--- src/rtl/debounce_pkg.sv ---
// debounce_pkg: shared limits and counter sizing for the multi-channel debouncer.
package debounce_pkg;
  localparam int DEB_SYNC_STAGES = 2;
  localparam int DEB_MIN_STABLE = 2;
  localparam int DEB_MAX_CHANNELS = 32;
  function automatic int deb_cnt_w(input int stable);
    return $clog2(stable);
  endfunction
endpackage

--- src/rtl/debounce_channel.sv ---
// debounce_channel: one channel (2-flop sync, mismatch counter, out reg, rise/fall regs under MULTI_DEBOUNCER_EDGE_EN).
module debounce_channel
  import debounce_pkg::*;
#(
  parameter int STABLE_CYCLES = 16,
  parameter logic INIT_LEVEL = 1'b0
) (
  input  logic clk,
  input  logic rst,
  input  logic in,
  output logic out,
  output logic rise,
  output logic fall,
  output logic busy
);
  localparam int CW = deb_cnt_w(STABLE_CYCLES);
  logic s1, s2, done;
  logic [CW-1:0] cnt;
  assign busy = s2 != out;
  assign done = busy && cnt == CW'(STABLE_CYCLES - 1);
  always_ff @(posedge clk or posedge rst) begin
    if (rst) begin
      s1 <= INIT_LEVEL;
      s2 <= INIT_LEVEL;
      out <= INIT_LEVEL;
      cnt <= '0;
    end else begin
      s1 <= in;
      s2 <= s1;
      cnt <= busy && !done ? cnt + CW'(1) : '0;
      if (done) out <= s2;
    end
  end
`ifdef MULTI_DEBOUNCER_EDGE_EN
  always_ff @(posedge clk or posedge rst) begin
    if (rst) begin
      rise <= 1'b0;
      fall <= 1'b0;
    end else begin
      rise <= done & s2;
      fall <= done & ~s2;
    end
  end
`else
  assign rise = 1'b0;
  assign fall = 1'b0;
`endif
endmodule

--- src/rtl/multi_debouncer.sv ---
// multi_debouncer: N independent debounced channels; define MULTI_DEBOUNCER_EDGE_EN to build rise/fall pulses.
module multi_debouncer
  import debounce_pkg::*;
#(
  parameter int N = 4,
  parameter int STABLE_CYCLES = 16,
  parameter logic INIT_LEVEL = 1'b0
) (
  input  logic         clk,
  input  logic         rst,
  input  logic [N-1:0] in,
  output logic [N-1:0] out,
  output logic [N-1:0] rise,
  output logic [N-1:0] fall,
  output logic [N-1:0] busy
);
  if (N < 1 || N > DEB_MAX_CHANNELS) begin : g_bad_n
    $fatal(1, "multi_debouncer: N=%0d out of range", N);
  end
  if (STABLE_CYCLES < DEB_MIN_STABLE || STABLE_CYCLES > 65535) begin : g_bad_stable
    $fatal(1, "multi_debouncer: STABLE_CYCLES=%0d out of range", STABLE_CYCLES);
  end
  for (genvar i = 0; i < N; i++) begin : g_ch
    debounce_channel #(
      .STABLE_CYCLES(STABLE_CYCLES),
      .INIT_LEVEL(INIT_LEVEL)
    ) u_ch (
      .clk(clk),
      .rst(rst),
      .in(in[i]),
      .out(out[i]),
      .rise(rise[i]),
      .fall(fall[i]),
      .busy(busy[i])
    );
  end
endmodule

--- config.mk ---
export PLATFORM = sky130hd
export DESIGN_NAME = multi_debouncer
export DESIGN_NICKNAME = d
export VERILOG_FILES = /design/src/rtl/debounce_pkg.sv /design/src/rtl/debounce_channel.sv /design/src/rtl/multi_debouncer.sv
export SDC_FILE = /design/constraint.sdc
export NUM_CORES = 1
export LEC_CHECK = 0
export ABC_AREA = 1
export CORE_ASPECT_RATIO = 1.25
export CORE_MARGIN = 2
export CORE_UTILIZATION = 25
export CTS_CLUSTER_SIZE = 12
export DETAILED_ROUTE_END_ITERATION = 10
export HOLD_SLACK_MARGIN = 0.06
export PLACE_DENSITY_LB_ADDON = 0.12
export SYNTH_ARGS = -nofsm -noshare
export SYNTH_HDL_FRONTEND = slang
export SYNTH_SLANG_ARGS = --single-unit
--- constraint.sdc ---
create_clock -name clk -period 2.58 [get_ports clk]
set_input_delay 0.516 -clock clk [delete_from_list [all_inputs] [get_ports clk]]
set_output_delay 0.516 -clock clk [all_outputs]
set_load 0.02 [all_outputs]
# Yosys cells after proc, flatten, opt, wreduce, memory -nomap -nowiden
# Index checks and enable logic that the tools add are counted.
# op_classes
n_addsub,4
n_mul,0
div,0
order_cmp,0
n_eq_ne,8
shifts,0
muxes,4
n_bitwise,0
n_reduce_logical,12
# op_table
op,n
"adder 4 x 1 -> 4 bit, second input constant",4
"equality test 4 bit, second input constant",4
two-way mux 4 bit,4
logical AND 1 bit,8
zero test 1 bit,4
inequality test 1 bit,4
# totals
register_bits,28
latch_bits,0
ramBits,0
rom_bits,0
inputBits,6
elab_cells,44
mem_count,0

# Logic depth before layout (Yosys ltp)
# Gate-level depths: netlist (run 1).
# logic_depth
word_depth,5
depth_mapped,4
depth_no_buf,4

# By module
# A second synthesis (run 1) with hierarchy kept.
# unflattened
hier_cells,128
area_unflattened_um2,1241.2
# modules_own_cells
module,n_inst,cells_each,area_per_inst_um2,seq_area_each_um2
debounce_channel,4,32,310.3,175.2

# Least setup slack after synthesis (run 1)
# Ideal clock, no wire load.
# synth_path
path_type,register -> output
from,register g_ch[0].u_ch.out
to,output port busy[0]
arrival_ps,761
t_required_ps,2064
path_slack_ps,1303
stages_incl_launch_ff,5
n_path_buf,1
cell_sequence,dfrtp_1 inv_1 nand2_1 and2_1 buf_4
# synth_between
elab_chain_cells,1
# synth_rtl
element,line_no,rtl
start: declaration,debounce_channel.sv:11,"output logic out,"
start signal: assignment,debounce_channel.sv:25,out <= INIT_LEVEL;
start signal: assignment,debounce_channel.sv:31,if (done) out <= s2;
inequality test 1 bit,debounce_channel.sv:19,assign busy = s2 != out;
end: declaration,multi_debouncer.sv:15,output logic [N-1:0] busy
# No other way between the ends.

# Final worst setup path (run 1)
# layout_path
from,register g_ch[3].u_ch.out
to,output port busy[3]
# layout_between
elab_chain_cells,1
# layout_rtl
element,line_no
start: declaration,debounce_channel.sv:11
start signal: assignment,debounce_channel.sv:25
start signal: assignment,debounce_channel.sv:31
inequality test 1 bit,debounce_channel.sv:19
# No other way between the ends.

==> results.sh, run 1 <==
export IMPL_yosys_top_cells_area="dfrtp_1 55%, buf_4 9.4%, nand2_1 5.9%"
export IMPL_seq_area_um2=701
export IMPL_yosysSeqAreaShare_pct=55.0
export IMPL_cts_resized=0
export IMPL_netlist_area_um2=1270
export IMPL_yosys_area_top_type="dfrtp_1"
export IMPL_grt_max_degree=29
export IMPL_worstPathCellList="nand2_1, and2_1, clkdlybuf4s50_1"
export IMPL_num_rows=29
export IMPL_die_w_um=67.8
export IMPL_post_drt_wl_per_cell_um=9.07
export IMPL_n_fill_cell=512
export IMPL_maxSlewViolCount=0
export IMPL_pre_cts_ws_ns=0.843
export IMPL_worst_slack_ns=0.559
export IMPL_final_common_cell="dfrtp_1"
export IMPL_setup_violations=0
export IMPL_postCtsSetupRepairBufs=0
export IMPL_initial_core_util_pct=25.4
export IMPL_cts_clk_slew_worst_paths_ns=0.09
export IMPL_htreeDepth=1
export IMPL_final_cell_mix="28 x dfrtp_1, 20 x nand2_1, 17 x inv_1"
export IMPL_syn_avg_cell_area_um2=9.80
export IMPL_final_layout_size_suffix_gt1_share_pct=7.97
export IMPL_vias=786
export IMPL_cap_violations=0
export IMPL_viasPerCell=3.93
export IMPL_hold_path_class="flop to flop"
export IMPL_yosysTopAreaCellShare_pct=55.0
export IMPL_clock_path_buffers=2
export IMPL_die_area_um2=5690
export IMPL_finalHoldViolations=0
export IMPL_hpwl_mm=1.37
export IMPL_wl_mm=1.81
export IMPL_cp_max_fo=4
export IMPL_grt_antenna_before_repair=0
export IMPL_routed_wl_met2_um=953
export IMPL_antenna_cells=0
export IMPL_synth_warnings=0
export IMPL_fin_crit_sh_pct=78.3
export IMPL_power_leakage_nw=0.678
export IMPL_crit_path_start_kind="flop"
export IMPL_multi_input_area_um2=415
export IMPL_status="complete, no violations"
export IMPL_grt_pass1_wl_mm=3.22
export IMPL_portBuffers=13
export IMPL_fin_crit_ns=2.02
export IMPL_worstPathArrival_ns=1.51
export IMPL_cts_root_buf="clkbuf_8"
export IMPL_fin_area_um2=1440
export IMPL_vdd_drop_max_uv=273
export IMPL_fin_nets=150
export IMPL_crit_path_top_delay_cell="clkdlybuf4s50_1"
export IMPL_synth_seq_cells=28
export IMPL_critPathRequiredTime_ns=2.06
export IMPL_routed_wl_met3_um=57
export IMPL_crit_type="flop to output port"
export IMPL_cpPeakStageDelay_ns=0.60
export IMPL_dr_first_iter_drc_count=25
export IMPL_die_y_um=83.8
export IMPL_ant_nets=0
export IMPL_cts_tree="done"
export IMPL_insertion_delay_ns=0.26
export IMPL_finalClockSkew_ns=0.00104
export IMPL_grt_usage_pct=7.47
export IMPL_syn_inst=130
export IMPL_cts_buffers=3
export IMPL_routedLengthMet1_um=779
export IMPL_tns_ns=0
export IMPL_drt_pre_antenna_iters=4
export IMPL_rsz0062_at_grt="false"
export IMPL_gp_congestion=0.616
export IMPL_top_layer_used="met4"
export IMPL_core_area_um2=5010
export IMPL_power_mw=0.784
export IMPL_drc=0
export IMPL_synthDistinctLibCells=13
export IMPL_hold_buffers=0
export IMPL_grt_remaining_overflow=0
export IMPL_postPlaceCellArea_um2=1400
export IMPL_critPathCaptureType="output port"
export IMPL_cellPowerDensity_nw_per_um2=546
export IMPL_fmax_ghz=0.495
export IMPL_grt_pass1_vias=744
export IMPL_ios=22
export IMPL_area_growth_syn_to_layout_pct=12.8
export IMPL_clock_sinks=28
worst max-delay path, delay by kind of cell, from the launching register on:
family	cells	cell delay [ns]
buffers and inverters	1	0.60
flip-flops	1	0.41
AND/OR/NAND/NOR	2	0.23
kinds of logic after synthesis:
family | count (synthesis) | synth area share [%]
buf+inv | 33 | 14.4
other cells | 1 | 0.294
simple gates | 56 | 22.0
xor+xnor | 4 | 2.75
compound gates | 4 | 1.57
fa+ha+maj | 4 | 3.93
flops | 28 | 55.0
cell usage after synthesis:
master,n
ha_1,4
xnor2_1,4
nor2_1,16
conb_1,1
nand3_2,7
dfrtp_1,28
nand3_1,5
inv_1,17
buf_4,16
nand4_1,4
nand2_1,20
o21ai_1,4
and2_1,4
power breakdown:
group          internal [mW]  switching, mW  leakage [nW]
combinational         0.0319         0.0458         0.295
sequential             0.460         0.0176         0.362
clock                  0.105          0.124        0.0216
state kept, by name, summed over array words and instances, names as in the netlist:
register       cells
g_ch.u_ch.cnt     16
g_ch.u_ch.out      4
g_ch.u_ch.s1       4
g_ch.u_ch.s2       4
per-layer routing:
metal	track usage, %	vias to the layer above
met5	0	-
met4	4.36	0
met3	1.62	2
met2	12.0	15
met1	8.88	370
li1	-	399
final timing paths:
check                                              startpoint                             to  slack, ns  cells after the start
worst min-delay path                g_ch[2].u_ch.s1$_DFF_PP0_      g_ch[2].u_ch.s2$_DFF_PP0_       0.35                      0
worst min register to register      g_ch[2].u_ch.s1$_DFF_PP0_      g_ch[2].u_ch.s2$_DFF_PP0_       0.35                      0
max in group asynchronous                                 rst      g_ch[3].u_ch.s1$_DFF_PP0_       1.70                      3
min in group asynchronous                                 rst      g_ch[1].u_ch.s2$_DFF_PP0_       0.61                      3
worst max-delay path             g_ch[3].u_ch.out$_DFFE_PP0P_                        busy[3]       0.56                      3
worst max register to register  g_ch[3].u_ch.cnt[0]$_DFF_PP0_  g_ch[3].u_ch.cnt[3]$_DFF_PP0_       1.46                      4
metrics by stage:
step                      std cells  hold WS [ns]  util (%)
after CTS                       200         0.356      28.7
after detailed placement        197         0.335      27.9
final                           200         0.354      28.7
after global routing            200         0.366      28.7
after floorplan                 137         0.331         -
after global placement          197         0.334      27.9
cell type report:
| class | count | share of cell area [%] |
|---|---|---|
| clock buffer | 3 | 2.87 |
| inverter | 17 | 4.44 |
| multi-input combinational | 76 | 28.9 |
| sequential | 28 | 48.8 |
| tap | 62 | 5.40 |
| timing repair buffer | 14 | 9.58 |
No activity file was read; power rests on OpenSTA's default activity.
==> inputs of run 2 (changes only) <==
==> constraint.sdc (replaced) <==
create_clock -name clk -period 2.05 [get_ports clk]
set_input_delay 0.41 -clock clk [delete_from_list [all_inputs] [get_ports clk]]
set_output_delay 0.41 -clock clk [all_outputs]
set_load 0.02 [all_outputs]
==> results of run 2 <==
Same layout as run 1 (identical final DEF). Status: complete, no violations.
Main changes from that run: setup slack after placement 0.843 ns -> 0.419 ns; setup slack after layout 0.559 ns -> 0.135 ns; register-to-register setup slack 1.46 ns -> 0.93 ns; total power 0.784 mW -> 0.986 mW; worst IR drop on VDD 273 uV -> 344 uV
